File: src/rtl/datamover_job_launcher.sv
// Periph-bus initiator that acquires a datamover HWPE context, programs the job
// registers from a latched descriptor, triggers the job and reports completion.
module datamover_job_launcher #(
  parameter logic [31:0] HWPE_BASE  = 32'h0000_0000,
  parameter logic [31:0] PARAM_OFS  = 32'h0000_0040,
  parameter int unsigned N_PARAMS   = 13,
  parameter int unsigned ID_WIDTH   = 10,
  parameter int unsigned RETRY_WAIT = 8
) (
  input  logic                    clk_i,
  input  logic                    rst_i,
  input  logic                    clear_i,
  input  logic                    job_valid_i,
  output logic                    job_ready_o,
  input  logic [N_PARAMS*32-1:0]  job_params_i,
  output logic                    job_done_o,
  output logic [7:0]              job_id_o,
  output logic                    busy_o,
  output logic                    periph_req_o,
  input  logic                    periph_gnt_i,
  output logic [31:0]             periph_add_o,
  output logic                    periph_wen_o,
  output logic [3:0]              periph_be_o,
  output logic [31:0]             periph_data_o,
  output logic [ID_WIDTH-1:0]     periph_id_o,
  input  logic                    periph_rvalid_i,
  input  logic [31:0]             periph_rdata_i,
  input  logic                    evt_i
);

  localparam int unsigned K_W  = (N_PARAMS > 1) ? $clog2(N_PARAMS) : 1;
  localparam int unsigned BO_W = $clog2(RETRY_WAIT + 1);

  localparam logic [K_W-1:0]  K_LAST     = K_W'(N_PARAMS - 1);
  localparam logic [BO_W-1:0] BO_LAST    = BO_W'(RETRY_WAIT - 1);
  localparam logic [31:0]     TRIG_ADDR  = HWPE_BASE;
  localparam logic [31:0]     ACQ_ADDR   = HWPE_BASE + 32'h0000_0004;
  localparam logic [31:0]     PARAM_BASE = HWPE_BASE + PARAM_OFS;

  typedef enum logic [2:0] {
    S_IDLE,
    S_ACQ_REQ,
    S_ACQ_RSP,
    S_BACKOFF,
    S_PROG,
    S_TRIG,
    S_WAIT_EVT,
    S_DONE
  } state_e;

  state_e          state_q, state_d;
  logic [K_W-1:0]  k_q, k_d;
  logic [BO_W-1:0] bo_q, bo_d;
  logic [7:0]      id_q, id_d;
  logic [31:0]     params_q [N_PARAMS];
  logic            accept;

  // Only the context ID and the "no free context" flag of the acquire word matter.
  logic unused_rdata;
  assign unused_rdata = ^periph_rdata_i[30:8];

  assign accept = job_valid_i && (state_q == S_IDLE);

  // NOTE: state registers use non-blocking assignments so every flop samples
  // the pre-edge value of its neighbours, independent of process ordering.
  always_ff @(posedge clk_i or posedge rst_i) begin
    if (rst_i) begin
      state_q <= S_IDLE;
      k_q     <= '0;
      bo_q    <= '0;
      id_q    <= '0;
    end else begin
      state_q <= state_d;
      k_q     <= k_d;
      bo_q    <= bo_d;
      id_q    <= id_d;
    end
  end

  // NOTE: the descriptor store is a small register array, so it is cleared on
  // reset like any other state; a RAM macro would not be reset this way.
  always_ff @(posedge clk_i or posedge rst_i) begin
    if (rst_i) begin
      for (int i = 0; i < int'(N_PARAMS); i++) params_q[i] <= '0;
    end else if (clear_i) begin
      for (int i = 0; i < int'(N_PARAMS); i++) params_q[i] <= '0;
    end else if (accept) begin
      for (int i = 0; i < int'(N_PARAMS); i++) params_q[i] <= job_params_i[32*i +: 32];
    end
  end

  // NOTE: every variable gets its hold value first so no path leaves one
  // unassigned, which would otherwise infer a latch.
  always_comb begin
    state_d = state_q;
    k_d     = k_q;
    bo_d    = bo_q;
    id_d    = id_q;
    case (state_q)
      S_IDLE:     if (job_valid_i) state_d = S_ACQ_REQ;
      S_ACQ_REQ:  if (periph_gnt_i) state_d = S_ACQ_RSP;
      S_ACQ_RSP: begin
        if (periph_rvalid_i) begin
          if (periph_rdata_i[31]) begin
            state_d = S_BACKOFF;
            bo_d    = '0;
          end else begin
            state_d = S_PROG;
            id_d    = periph_rdata_i[7:0];
            k_d     = '0;
          end
        end
      end
      S_BACKOFF: begin
        if (bo_q == BO_LAST) state_d = S_ACQ_REQ;
        else                 bo_d    = bo_q + 1'b1;
      end
      S_PROG: begin
        if (periph_gnt_i) begin
          if (k_q == K_LAST) state_d = S_TRIG;
          else               k_d     = k_q + 1'b1;
        end
      end
      S_TRIG:     if (periph_gnt_i) state_d = S_WAIT_EVT;
      S_WAIT_EVT: if (evt_i) state_d = S_DONE;
      S_DONE:     state_d = S_IDLE;
      default:    state_d = S_IDLE;
    endcase
    // Soft clear abandons any transaction in flight, even one not yet granted.
    if (clear_i) begin
      state_d = S_IDLE;
      k_d     = '0;
      bo_d    = '0;
      id_d    = '0;
    end
  end

  // Request fields derive only from registered state, so they hold until gnt.
  always_comb begin
    periph_req_o  = 1'b0;
    periph_add_o  = '0;
    periph_wen_o  = 1'b0;
    periph_data_o = '0;
    case (state_q)
      S_ACQ_REQ: begin
        periph_req_o = 1'b1;
        periph_add_o = ACQ_ADDR;
        periph_wen_o = 1'b1;
      end
      S_PROG: begin
        periph_req_o  = 1'b1;
        periph_add_o  = PARAM_BASE + 32'({k_q, 2'b00});
        periph_data_o = params_q[k_q];
      end
      S_TRIG: begin
        periph_req_o = 1'b1;
        periph_add_o = TRIG_ADDR;
      end
      default: ;
    endcase
  end

  assign periph_be_o = {4{periph_req_o}};
  assign periph_id_o = '0;
  assign job_ready_o = (state_q == S_IDLE);
  assign busy_o      = (state_q != S_IDLE);
  assign job_done_o  = (state_q == S_DONE);
  assign job_id_o    = id_q;

endmodule

File: config.mk
export PLATFORM = sky130hd
export DESIGN_NAME = datamover_job_launcher
export DESIGN_NICKNAME = d
export VERILOG_FILES = /design/src/rtl/datamover_job_launcher.sv
export SDC_FILE = /design/constraint.sdc
export NUM_CORES = 1
export LEC_CHECK = 0
export CAP_MARGIN = 20
export CORE_AREA = 2 2 215 217
export CTS_BUF_LIST = sky130_fd_sc_hd__clkbuf_2 sky130_fd_sc_hd__clkbuf_4 sky130_fd_sc_hd__clkbuf_8
export CTS_CLUSTER_DIAMETER = 80
export DETAILED_ROUTE_END_ITERATION = 10
export DIE_AREA = 0 0 217 219
export GPL_ROUTABILITY_DRIVEN = 1
export GPL_TIMING_DRIVEN = 0
export HOLD_SLACK_MARGIN = 0.02
export PLACE_DENSITY_LB_ADDON = 0.08
export SYNTH_ARGS = -nofsm -noshare
export SYNTH_HDL_FRONTEND = slang
export SYNTH_SLANG_ARGS = --single-unit
File: constraint.sdc
create_clock -name clk_i -period 19.62 [get_ports clk_i]
set_input_delay 2.943 -clock clk_i [delete_from_list [all_inputs] [get_ports clk_i]]
set_output_delay 2.943 -clock clk_i [all_outputs]
set_load 0.05 [all_outputs]
[Word level (Yosys, flattened, before mapping)]
Cells that the tools add are included.
Word-level totals
  bits in registers: 435
  bits in latches: 0
  bits in writable memories: 0
  ROM bits: 0
  input bits: 455
  output and inout bits: 91
  word-level logic and storage cells: 92
  memories: 0
Operators by class
  add/subtract/negate cells: 3
  multiply operators: 0
  div/mod/pow operators: 0
  magnitude comparators: 1
  eq/ne operators: 22
  shift-type cells: 0
  muxes and demuxes: 35
  bitwise logic cells: 1
  reduce and logical (&&, ||, !) cells: 13
Operator list (count)
  416-bit two-way mux: 2
  32-bit binary-select mux with 4-bit select: 1
  32-bit two-way mux: 3
  4-bit two-way mux: 9
  3-bit != test, second input constant: 12
  8-bit two-way mux: 4
  3-bit two-way mux: 10
  3-bit one-hot mux with 8 select lines: 1
  4-bit one-hot mux with 2 select lines: 2
  8-bit one-hot mux with 2 select lines: 1
  3-bit equality test, second input constant: 4
  3-bit nonzero test: 3
  4-bit by 1-bit adder with 4-bit output, second input constant: 2
  7-bit by 6-bit adder with 8-bit output, first input constant: 1
  8-bit AND reduction: 1
  3-bit by 2-bit equality test with 1-bit output, second input constant: 2
  2-bit nonzero test: 3
  5-bit greater-or-equal comparator, second input constant: 1
  4-bit inverter with 5-bit output: 1
  5-bit AND reduction: 1
  4-bit by 3-bit equality test with 1-bit output, second input constant: 1
  4-bit equality test, second input constant: 1
  4-bit AND reduction: 1
  3-bit by 1-bit equality test with 1-bit output, second input constant: 1
  6 further kinds: 7

[Longest topological paths before layout]
  word-level depth: 5
  gate-level depth with buffers: 9
  gate-level depth less buffers: 6

[Least setup slack after synthesis]
Ideal clock, no wire load.
  kind: reg-to-output
  start point: reg k_q[0]
  end point: out periph_data_o[20]
  arrival: 2.507 ns
  data required time: 16.677 ns
  slack: 14.170 ns
  stages on the path, launching flop included: 7
  path buffers: 3
  path through: dfrtp_1 -> buf_4 -> buf_4 -> nor3_2 -> buf_2 -> a221oi_1 -> a311oi_1
Between the ends
  longest elaborated chain between the ends: 5
Ends and longest elaborated chain
  from (decl): RTL line 52  | logic [K_W-1:0] k_q, k_d;
  from (signal assigned): RTL line 74  | k_q <= k_d;
  4-bit inverter with 5-bit output (not written as such): RTL line 153  | periph_data_o = params_q[k_q];
  32-bit binary-select mux with 4-bit select: RTL line 153
  32-bit two-way mux (not written as such) (2 in a row): RTL line 153
  32-bit two-way mux: RTL line 144  | case (state_q)
  to (decl): RTL line 24  | output logic [31:0] periph_data_o,
Every way passes these cells. The select of a mux whose other input is x is not followed.

[Final worst setup path]
  start point: reg k_q[0]
  end point: out periph_data_o[5]
The elaborated chain is that of the path after synthesis.

==> results.cfg <==
[cts]
clkLatencyLatePin_ns = 0.65
cts_hold_buffers = 0
cts.sinks = 435
cts_tree = yes
htree_levels = 3
cts_made_buffers = 74
root_buffer = clkbuf_8
cts_setup_buffers = 0
clockBufferDepth = 3
cts_resized = 0
cts.clk_slew.worst_paths_ns = 0.07

[power]
clockPowerShare = 0.338
power_frac_comb = 0.249
p_per_area_nw_per_um2 = 90.1
p_int_mw = 1.74
p_sw_mw = 0.828
ir_drop_uv = 54.7
leakagePower_nw = 12.0
seqPwrFrac = 0.413
swShare = 0.323
p_total_mw = 2.57

[synth]
synth_edf_count = 0
synth_cell_types = 46
synth_ff_type = dfrtp_1
avgSynthCellArea_sq_um = 9.35
ys_seq_elements = 435
netlist_instances = 2254
yosysSeqAreaShare = 0.516
ys_async_sr_fraction = 1.00
synth_area_sq_um = 21100
ys_warn_count = 0

[routing]
top_layer_used = met5
met2_length_um = 37200
vias = 19500
drc = 0
drtPass1Iterations = 5
drt-total-wl_um = 79700
postRouteAntennaNets = 0
dr.first_iter.drc_count = 1824
route.met3.wl_um = 7080
viasPerCell = 5.55
wl_met1_um = 31200
post_drt_wl_per_cell_um = 22.7

[timing]
setup_viol = 0
min_period_ns = 6.76
hold_viol_final = 0
finClkSkew_ns = 0.0120
relSlewSlack = 0.319
finalCritPeriodShare = 0.345
fmax_mhz = 148
rsz0062_at_grt = false
slew_violations = 0
worst_pin_slew_ns = 1.02

[critical_path]
cp_max_fo = 10
ff2ff_path_depth = 9
critPathKind = reg -> out
reg2reg_slack_ns = 17.00
r2r-start = k_q[1]$_DFFE_PP0P_
worstPathRequired_ns = 16.68
critPathArrivalTime_ns = 3.82
cp-start-kind = flop
timing.rr.end = k_q[3]$_DFFE_PP0P_
cp-end-kind = output port

[global_routing]
grt_max_degree = 131
grt_antenna_before_repair = 10
grt_usage = 0.335
overflow = 0
grt_pass1_wl_um = 118000
grt_pass1_vias = 19900

[layout]
area_growth_pct = 35.2
drive_gt1_frac = 0.123
utilization = 0.632
most-common-layout-cells = nand2_1, clkdlybuf4s50_1, dfrtp_1
final_common_cell = nand2_1
nets = 3312

[placement]
place.port_buffers = 485
place_congestion = 0.941
dp_hpwl_um = 61700

[min_path]
whs_endpoint = params_q[289]$_DFFE_PP0P_
hp-class = reg -> reg
worstHoldPathCells = 2
holdCritStartpoint = params_q[289]$_DFFE_PP0P_

[outcome]
status = completed

[floorplan]
fp.dieH_um = 219
die_area_sq_um = 47500
io-pin-count = 546
die_w_um = 217
initial_core_util = 0.468
row_count = 78
core_sq_um = 45100

[job]
cap_violations = 0
[per-stage QoR]
| step | setup slack (ns) | cell area [sq um] | hold slack [ns] | instances | TNS [ns] |
|---|---|---|---|---|---|
| 4_1_cts | 12.88 | 28500 | 0.520 | 3507 | 0 |
| 5_1_grt | 12.75 | 28500 | 0.536 | 3512 | 0 |
| 3_3_place_gp | -0.444 | 26800 | 0.491 | 3375 | -172.14 |
| 2_1_floorplan | 4.56 | 21200 | 0.475 | 2290 | 0 |
| 3_5_place_dp | 13.59 | 26900 | 0.512 | 3378 | 0 |
| 6_report | 12.86 | 28500 | 0.518 | 3516 | 0 |
[how the worst max path moves through the flow]
stage	endpoint	from	slack (ns)
floorplan	bo_q[0]$_DFFE_PP0P_	rst_i	4.56
global placement	params_q[358]$_DFFE_PP0P_	rst_i	-0.44
detailed placement	periph_data_o[12]	k_q[1]$_DFFE_PP0P_	13.59
CTS	periph_data_o[12]	k_q[1]$_DFFE_PP0P_	12.88
global route	periph_data_o[8]	k_q[1]$_DFFE_PP0P_	12.75
finish	periph_data_o[5]	k_q[0]$_DFFE_PP0P_	12.86
[layer usage]
metal	up-vias	track usage
li1	8784	-
met1	9578	0.426
met2	949	0.535
met3	199	0.0863
met4	4	0.170
met5	-	0
[power groups by stage]
stage	clock network [mW]	logic, mW	registers [mW]
6_report	0.867	0.639	1.06
5_1_grt	0.915	0.691	1.07
4_1_cts	0.876	0.637	1.06
3_5_place_dp	0	0.635	1.07
3_3_place_gp	0	0.622	1.07
2_1_floorplan	0	0.392	1.05
[cells in the mapped netlist, types with 2 or more instances]
cell type | n | share of area
nor2b_1 | 3 | 0.00089
mux2i_1 | 2 | 0.00095
buf_2 | 39 | 0.0093
nor2_1 | 9 | 0.0016
mux4_2 | 96 | 0.10
buf_1 | 7 | 0.0012
clkbuf_1 | 105 | 0.019
inv_1 | 9 | 0.0016
buf_6 | 33 | 0.018
o21ai_0 | 6 | 0.0014
nor3b_1 | 3 | 0.0011
a221oi_1 | 32 | 0.013
a211o_1 | 2 | 0.00083
ha_1 | 3 | 0.0018
nor3_1 | 3 | 0.00071
nand3_1 | 13 | 0.0031
nor4_1 | 2 | 0.00059
a311oi_1 | 32 | 0.013
nand2_1 | 916 | 0.16
buf_4 | 50 | 0.018
a21oi_1 | 428 | 0.10
dfrtp_1 | 435 | 0.52
nor3_2 | 2 | 0.00095
a21o_1 | 2 | 0.00071
[cell type report]
type	instances	area, sq um
Fill cell	3814	16600
Sequential cell	435	10900
Multi-Input combinational cell	1611	8930
Timing Repair Buffer	488	4940
Clock buffer	119	1500
Buffer	234	1360
Tap cell	600	751
Clock inverter	10	67.6
Inverter	10	50.0
Antenna cell	9	22.5
[critical path, cell delays in order (launching register included)]
cell,delay (ns)
dfrtp_1,0.36
buf_4,0.25
buf_2,0.37
mux4_2,0.58
a221oi_1,0.62
a311oi_1,0.20
clkdlybuf4s50_1,0.77
[registers in the layout, indices dropped and copies added, names as in the netlist]
name,cells
params_q,416
job_id_o,8
bo_q,4
k_q,4
state_q,3
[cells by family after synthesis]
| logic type | count (synthesis) | share of synthesized area |
|---|---|---|
| AOI/OAI and AO/OA | 512 | 0.135 |
| xor gates and xnor gates | 1 | 0.000416 |
| buffers and inverters | 244 | 0.0666 |
| adders and majority gates | 3 | 0.00178 |
| DFF | 435 | 0.516 |
| other | 1 | 0.000178 |
| muxes | 98 | 0.104 |
| and+or+nand+nor | 960 | 0.176 |
Note: power is estimated with default switching activity, not from simulation.
